## config.mk

```make
export PLATFORM = sky130hd
export DESIGN_NAME = keypad_scan
export DESIGN_NICKNAME = d
export VERILOG_FILES = /design/src/rtl/keypad_scan.sv
export SDC_FILE = /design/constraint.sdc
export NUM_CORES = 1
export LEC_CHECK = 0
export BUFFER_PORTS_ARGS = -buffer_cell sky130_fd_sc_hd__buf_4
export CAP_MARGIN = 20
export CORE_UTILIZATION = 53
export CTS_CLUSTER_DIAMETER = 100
export DETAILED_ROUTE_END_ITERATION = 10
export PLACE_DENSITY_LB_ADDON = 0.05
export REMOVE_ABC_BUFFERS = 1
export SETUP_SLACK_MARGIN = 0.2
export SYNTH_ARGS = -nofsm -noshare
export SYNTH_HDL_FRONTEND = slang
export SYNTH_SLANG_ARGS = --single-unit
```

## constraint.sdc

```tcl
create_clock -name clk -period 1.9 [get_ports clk]
set_input_delay 0.095 -clock clk [delete_from_list [all_inputs] [get_ports clk]]
set_output_delay 0.095 -clock clk [all_outputs]
set_load 0.005 [all_outputs]
```

## src/rtl/keypad_scan.sv

```systemverilog
// 4x4 matrix keypad scanner: rotates an active-low row strobe, debounces a press on
// the scan tick, and reports the accepted key code with a one-clock valid pulse.
module keypad_scan #(
  parameter int SCAN_DIV = 50000,
  parameter int DEB_CNT  = 8
) (
  input  logic       clk,
  input  logic       rst,
  input  logic [3:0] col_in,
  output logic [3:0] row_out,
  output logic [3:0] key_code,
  output logic       key_valid,
  output logic       key_held
);

  localparam int PW = $clog2(SCAN_DIV);
  localparam int CW = $clog2(DEB_CNT + 1);
  localparam logic [PW-1:0] PS_LAST  = PW'(SCAN_DIV - 1);
  localparam logic [CW-1:0] CNT_LAST = CW'(DEB_CNT - 1);

  typedef enum logic [1:0] {
    S_SCAN,
    S_DEB,
    S_HELD
  } state_t;

  state_t          r_state;
  logic [PW-1:0]   r_ps;
  logic [CW-1:0]   r_deb;
  logic [CW-1:0]   r_rel;
  logic [1:0]      r_cand_col;
  logic [3:0]      r_cand_code;

  logic            w_tick;
  logic            w_col_any;
  logic [1:0]      w_col_idx;
  logic [1:0]      w_row_idx;
  logic            w_cand_low;
  logic [3:0]      w_row_next;

  assign w_tick     = (r_ps == PS_LAST);
  assign w_col_any  = ~&col_in;
  assign w_cand_low = ~col_in[r_cand_col];
  assign w_row_next = {row_out[2:0], row_out[3]};

  // Lowest-numbered low column wins when several are pressed in one row.
  always_comb begin
    w_col_idx = 2'd0;
    if (!col_in[0])      w_col_idx = 2'd0;
    else if (!col_in[1]) w_col_idx = 2'd1;
    else if (!col_in[2]) w_col_idx = 2'd2;
    else if (!col_in[3]) w_col_idx = 2'd3;
  end

  always_comb begin
    w_row_idx = 2'd0;
    case (row_out)
      4'b1101: w_row_idx = 2'd1;
      4'b1011: w_row_idx = 2'd2;
      4'b0111: w_row_idx = 2'd3;
      default: w_row_idx = 2'd0;
    endcase
  end

  always_ff @(posedge clk or negedge rst) begin
    if (!rst) begin
      r_ps <= '0;
    end else if (w_tick) begin
      r_ps <= '0;
    end else begin
      r_ps <= r_ps + PW'(1);
    end
  end

  always_ff @(posedge clk or negedge rst) begin
    if (!rst) begin
      r_state     <= S_SCAN;
      row_out     <= 4'b1110;
      key_code    <= 4'h0;
      key_valid   <= 1'b0;
      key_held    <= 1'b0;
      r_deb       <= '0;
      r_rel       <= '0;
      r_cand_col  <= 2'd0;
      r_cand_code <= 4'h0;
    end else begin
      key_valid <= 1'b0;
      if (w_tick) begin
        case (r_state)
          S_SCAN: begin
            if (w_col_any) begin
              r_cand_col  <= w_col_idx;
              r_cand_code <= {w_row_idx, w_col_idx};
              r_deb       <= CW'(1);
              r_state     <= S_DEB;
            end else begin
              row_out <= w_row_next;
            end
          end
          S_DEB: begin
            if (w_cand_low) begin
              if (r_deb == CNT_LAST) begin
                key_code  <= r_cand_code;
                key_valid <= 1'b1;
                key_held  <= 1'b1;
                r_deb     <= '0;
                r_rel     <= '0;
                r_state   <= S_HELD;
              end else begin
                r_deb <= r_deb + CW'(1);
              end
            end else begin
              // Bounce: give up and keep scanning from the next row.
              r_deb   <= '0;
              row_out <= w_row_next;
              r_state <= S_SCAN;
            end
          end
          S_HELD: begin
            if (w_cand_low) begin
              r_rel <= '0;
            end else if (r_rel == CNT_LAST) begin
              key_held <= 1'b0;
              r_rel    <= '0;
              r_deb    <= '0;
              row_out  <= w_row_next;
              r_state  <= S_SCAN;
            end else begin
              r_rel <= r_rel + CW'(1);
            end
          end
          default: begin
            r_state <= S_SCAN;
            row_out <= 4'b1110;
          end
        endcase
      end
    end
  end

endmodule

```

==> summary.md <==
| Metric | Value |
|---|---|
| Final WS setup | -0.0311 ns |
| Post-DRT Antenna Nets | 0 |
| Largest family of logic cells by synthesized area | simple AND/OR/NAND/NOR gates |
| Max_cap viols | 0 |
| Worst setup SP type | flop |
| Final setup violation count | 3 |
| Clk pin slew, worst setup/hold paths | 0.07 ns |
| Clock Skews | 0.00684 ns |
| Synth warn | 0 |
| Hold Path Class | in -> reg |
| Deepest clock path buffer count | 2 |
| Compound-Gate Fraction of Synth Area | 0.0926 |
| Detail Placement HPWL | 3.01 mm |
| Synthesized area | 0.00200 sq mm |
| Slew margin rel. | 0.662 |
| Critical Path AT | 2.10 ns |
| Final WL | 4.28 mm |
| R2R depth | 5 |
| Area grow syn2layout | 27.8% |
| Largest net degree at the start of global routing | 41 |
| CTS tree | yes |
| Synth Area in XOR/XNOR | 0.0657 |
| Hold Crit Depth | 3 |
| Syn avg cell area | 9.71 sq um |
| CP max stage delay | 0.56 ns |
| Hold Vio Cnt, Final | 0 |
| EDFF count, synth | 0 |
| Fmax | 518 MHz |
| Top-count cell post-synth | dfrtp_1 |
| Drt drc | 0 |
| Netlist cell types | 41 |
| CTS Buf Count | 5 |
| Routed vias | 1606 |
| Final period util | 1.02 |
| Post-Synth Simple-Gate Area | 0.218 |
| Crit path buf inv count | 1 |
| Filler cells | 265 |
| Status | finished, violations left |
| Synth top area share | 0.463 |
| Leak pwr | 1.22 nW |
| Mapped Cells | 206 |
| Setup TNS | -0.0650 ns |
| Multi-input logic area | 0.00105 sq mm |
| Flop and latch count out of synthesis | 40 |
| Reg2reg end | r_state[1] |
| RSZ-0062 raised after global routing | yes |
| Final GP Congestion | 0.829 |
| CP endpoint kind | flop |
| Slowest cell on the critical path | mux4_2 |
| WHS Endpoint | r_cand_col[0] |
| Via-per-instance ratio | 5.46 |
| Total gr overflow | 0 |
| First-pass DRT Iterations | 4 |
| Fin nets | 261 |
| CP required | 2.07 ns |
| Pre-CTS setup slack | -0.109 ns |
| Failing checks | setup timing |
| Synth area leaders | dfrtp_1 (46%), nand2_1 (5.3%), xor2_1 (4.8%) |
| Register area share after synthesis | 0.503 |
| Worst-margin pin slew | 0.508 ns |
| Synth area leader | dfrtp_1 |
| Maximum vdd ir drop | 0.000642 V |
| CTS sink count | 40 |
| Row count | 21 |
| Share of cells above drive strength 1 | 0.323 |
| First-pass GRT wire length | 7.36 mm |
| Commonest cells post-synth | dfrtp_1 (37), nand2_1 (28), nor2_1 (21), o21ai_0 (18) |
| # H-tree levels | 2 |
| Power per cell area | 586 mW/mm^2 |
| DRT iter0 DRCs | 125 |
| Initial Utilization | 0.576 |
| Core Util, Final | 0.737 |
| Post-synthesis mux area share | 0.0432 |
| R2R Setup Slk | -0.03 ns |
| Tmin final | 1.93 ns |
| Slew Viols, Final | 0 |
| Ys async rst share | 1.00 |
| Post-Synth Adder-Cell Area | 0.0438 |
| Hold Startpoint | col_in[0] |
| Critical Path Fanout Max | 4 |
| Clk root buf | clkbuf_8 |
| WL/cell | 14.6 um |
| Diodes inserted | 0 |
| Chip height | 63.4 um |
| Primary FF master, synth | dfrtp_1 |
| Io pins | 16 |
| Critical path type | reg -> reg |
| Placed Cells | 281 |
| Total track usage | 0.235 |
| Die area | 0.00402 sq mm |
| Fin cells | 294 |
| Vias in the first global route | 1622 |
| Antenna violations before repair | 0 |
| Reg-to-reg startpoint | r_cand_col[0] |
| Crit-path cells | mux4_2, buf_4, and3_2, o22ai_2, mux2_2 |
| Core area | 0.00347 sq mm |
| Buffers on Ports | 15 |
| Cell family with the largest share of critical-path delay | multiplexers |
| Worst-skew pair later-pin latency | 0.28 ns |
| Seq. cell area | 0.00101 sq mm |
| Die width | 63.4 um |
-- cells in the final DEF, fill, tap and decap left out, types with 2 or more instances in the layout --
| cell | instances |
|---|---|
| o21ai_0 | 13 |
| nand4_1 | 3 |
| and3_1 | 2 |
| and3_4 | 2 |
| dfrtp_1 | 36 |
| ha_1 | 6 |
| dfstp_2 | 3 |
| o21ai_1 | 4 |
| nor4bb_2 | 2 |
| nand3_1 | 13 |
| inv_1 | 14 |
| nand2_1 | 27 |
| nor2_1 | 20 |
| mux2i_1 | 3 |
| o21ai_2 | 2 |
| nand2b_1 | 2 |
| clkbuf_8 | 7 |
| buf_4 | 36 |
| xnor2_1 | 4 |
| mux2_2 | 3 |
| nand3_2 | 2 |
| nor3_1 | 3 |
| xor2_1 | 11 |
-- timing repair --
action / in CTS / in global routing
hold buffers: 1 / 0
hold endpoints to repair: 37 / 0
gates resized for setup: 18 / 15
endpoints found under the setup margin: 25 / 26
pin swaps: 4 / 5
buffers inserted: 1 / 4
-- logic make-up (layout without fill, tap and decap cells) --
| family | after synthesis | after routing |
|---|---|---|
| and+or+nand+nor | 89 | 89 |
| muxes | 7 | 7 |
| buffers and inverters | 18 | 60 |
| xor gates and xnor gates | 15 | 15 |
| adders and majority gates | 7 | 7 |
| AOI/OAI and AO/OA | 30 | 30 |
| DFF | 40 | 40 |
-- worst max path at each step --
stage,start,to,slack [ns],cells past startpoint
after floorplan,r_ps[0],row_out[0],-0.10,5
after global placement,r_cand_col[0],r_rel[2],-0.02,4
after CTS,r_cand_col[0],r_deb[3],-0.03,4
final,r_cand_col[0],r_state[1],-0.03,5
after detailed placement,r_cand_col[0],r_rel[2],-0.11,4
after global routing,r_cand_col[0],r_state[1],-0.10,5
-- power by group --
part	leakage (nW)	switching (W)	internal, W
Combinational	0.645	0.0000313	0.0000207
Clock	0.0503	0.000272	0.000323
Sequential	0.522	0	0.000851
-- worst reg2reg max path, delay by kind of cell (launching register included) --
kind | cells | cell delay [ns]
AOI/OAI and AO/OA | 1 | 0.13
buffers and inverters | 1 | 0.18
DFF | 1 | 0.38
muxes | 2 | 0.91
and+or+nand+nor | 1 | 0.21
-- routing by layer --
| metal | vias up | global-route usage | part of all wire |
|---|---|---|---|
| li1 | 793 | - | - |
| met1 | 772 | 0.326 | 0.47 |
| met2 | 34 | 0.362 | 0.48 |
| met3 | 7 | 0.0562 | 0.044 |
| met4 | 0 | 0.0739 | 0.0086 |
| met5 | - | 0 | 0 |
-- sequential cells by signal, indices dropped and copies added, names as in the netlist --
signal / cells
row_out: 4
r_rel: 4
r_cand_col: 1
r_deb: 4
r_cand_code: 3
key_valid: 1
r_ps: 16
r_state: 2
key_held: 1
key_code: 4
-- cell type report --
class,count,area share
inverter,15,0.0220
clock buffer,7,0.0377
multi-input combinational,148,0.410
tap,46,0.0225
sequential,40,0.394
timing repair buffer,38,0.114
-- metrics by stage --
| step | hold slack [ns] | total power (W) | cell area, sq um |
|---|---|---|---|
| after detailed placement | 0.104 | 0.000915 | 2290 |
| after global placement | 0.0884 | 0.000913 | 2290 |
| final | 0.0750 | 0.00150 | 2560 |
| after CTS | 0.0895 | 0.00152 | 2470 |
| after global routing | 0.0962 | 0.00156 | 2560 |
| after floorplan | -0.201 | 0.000880 | 1990 |
Power figures use the tool's default switching activity.
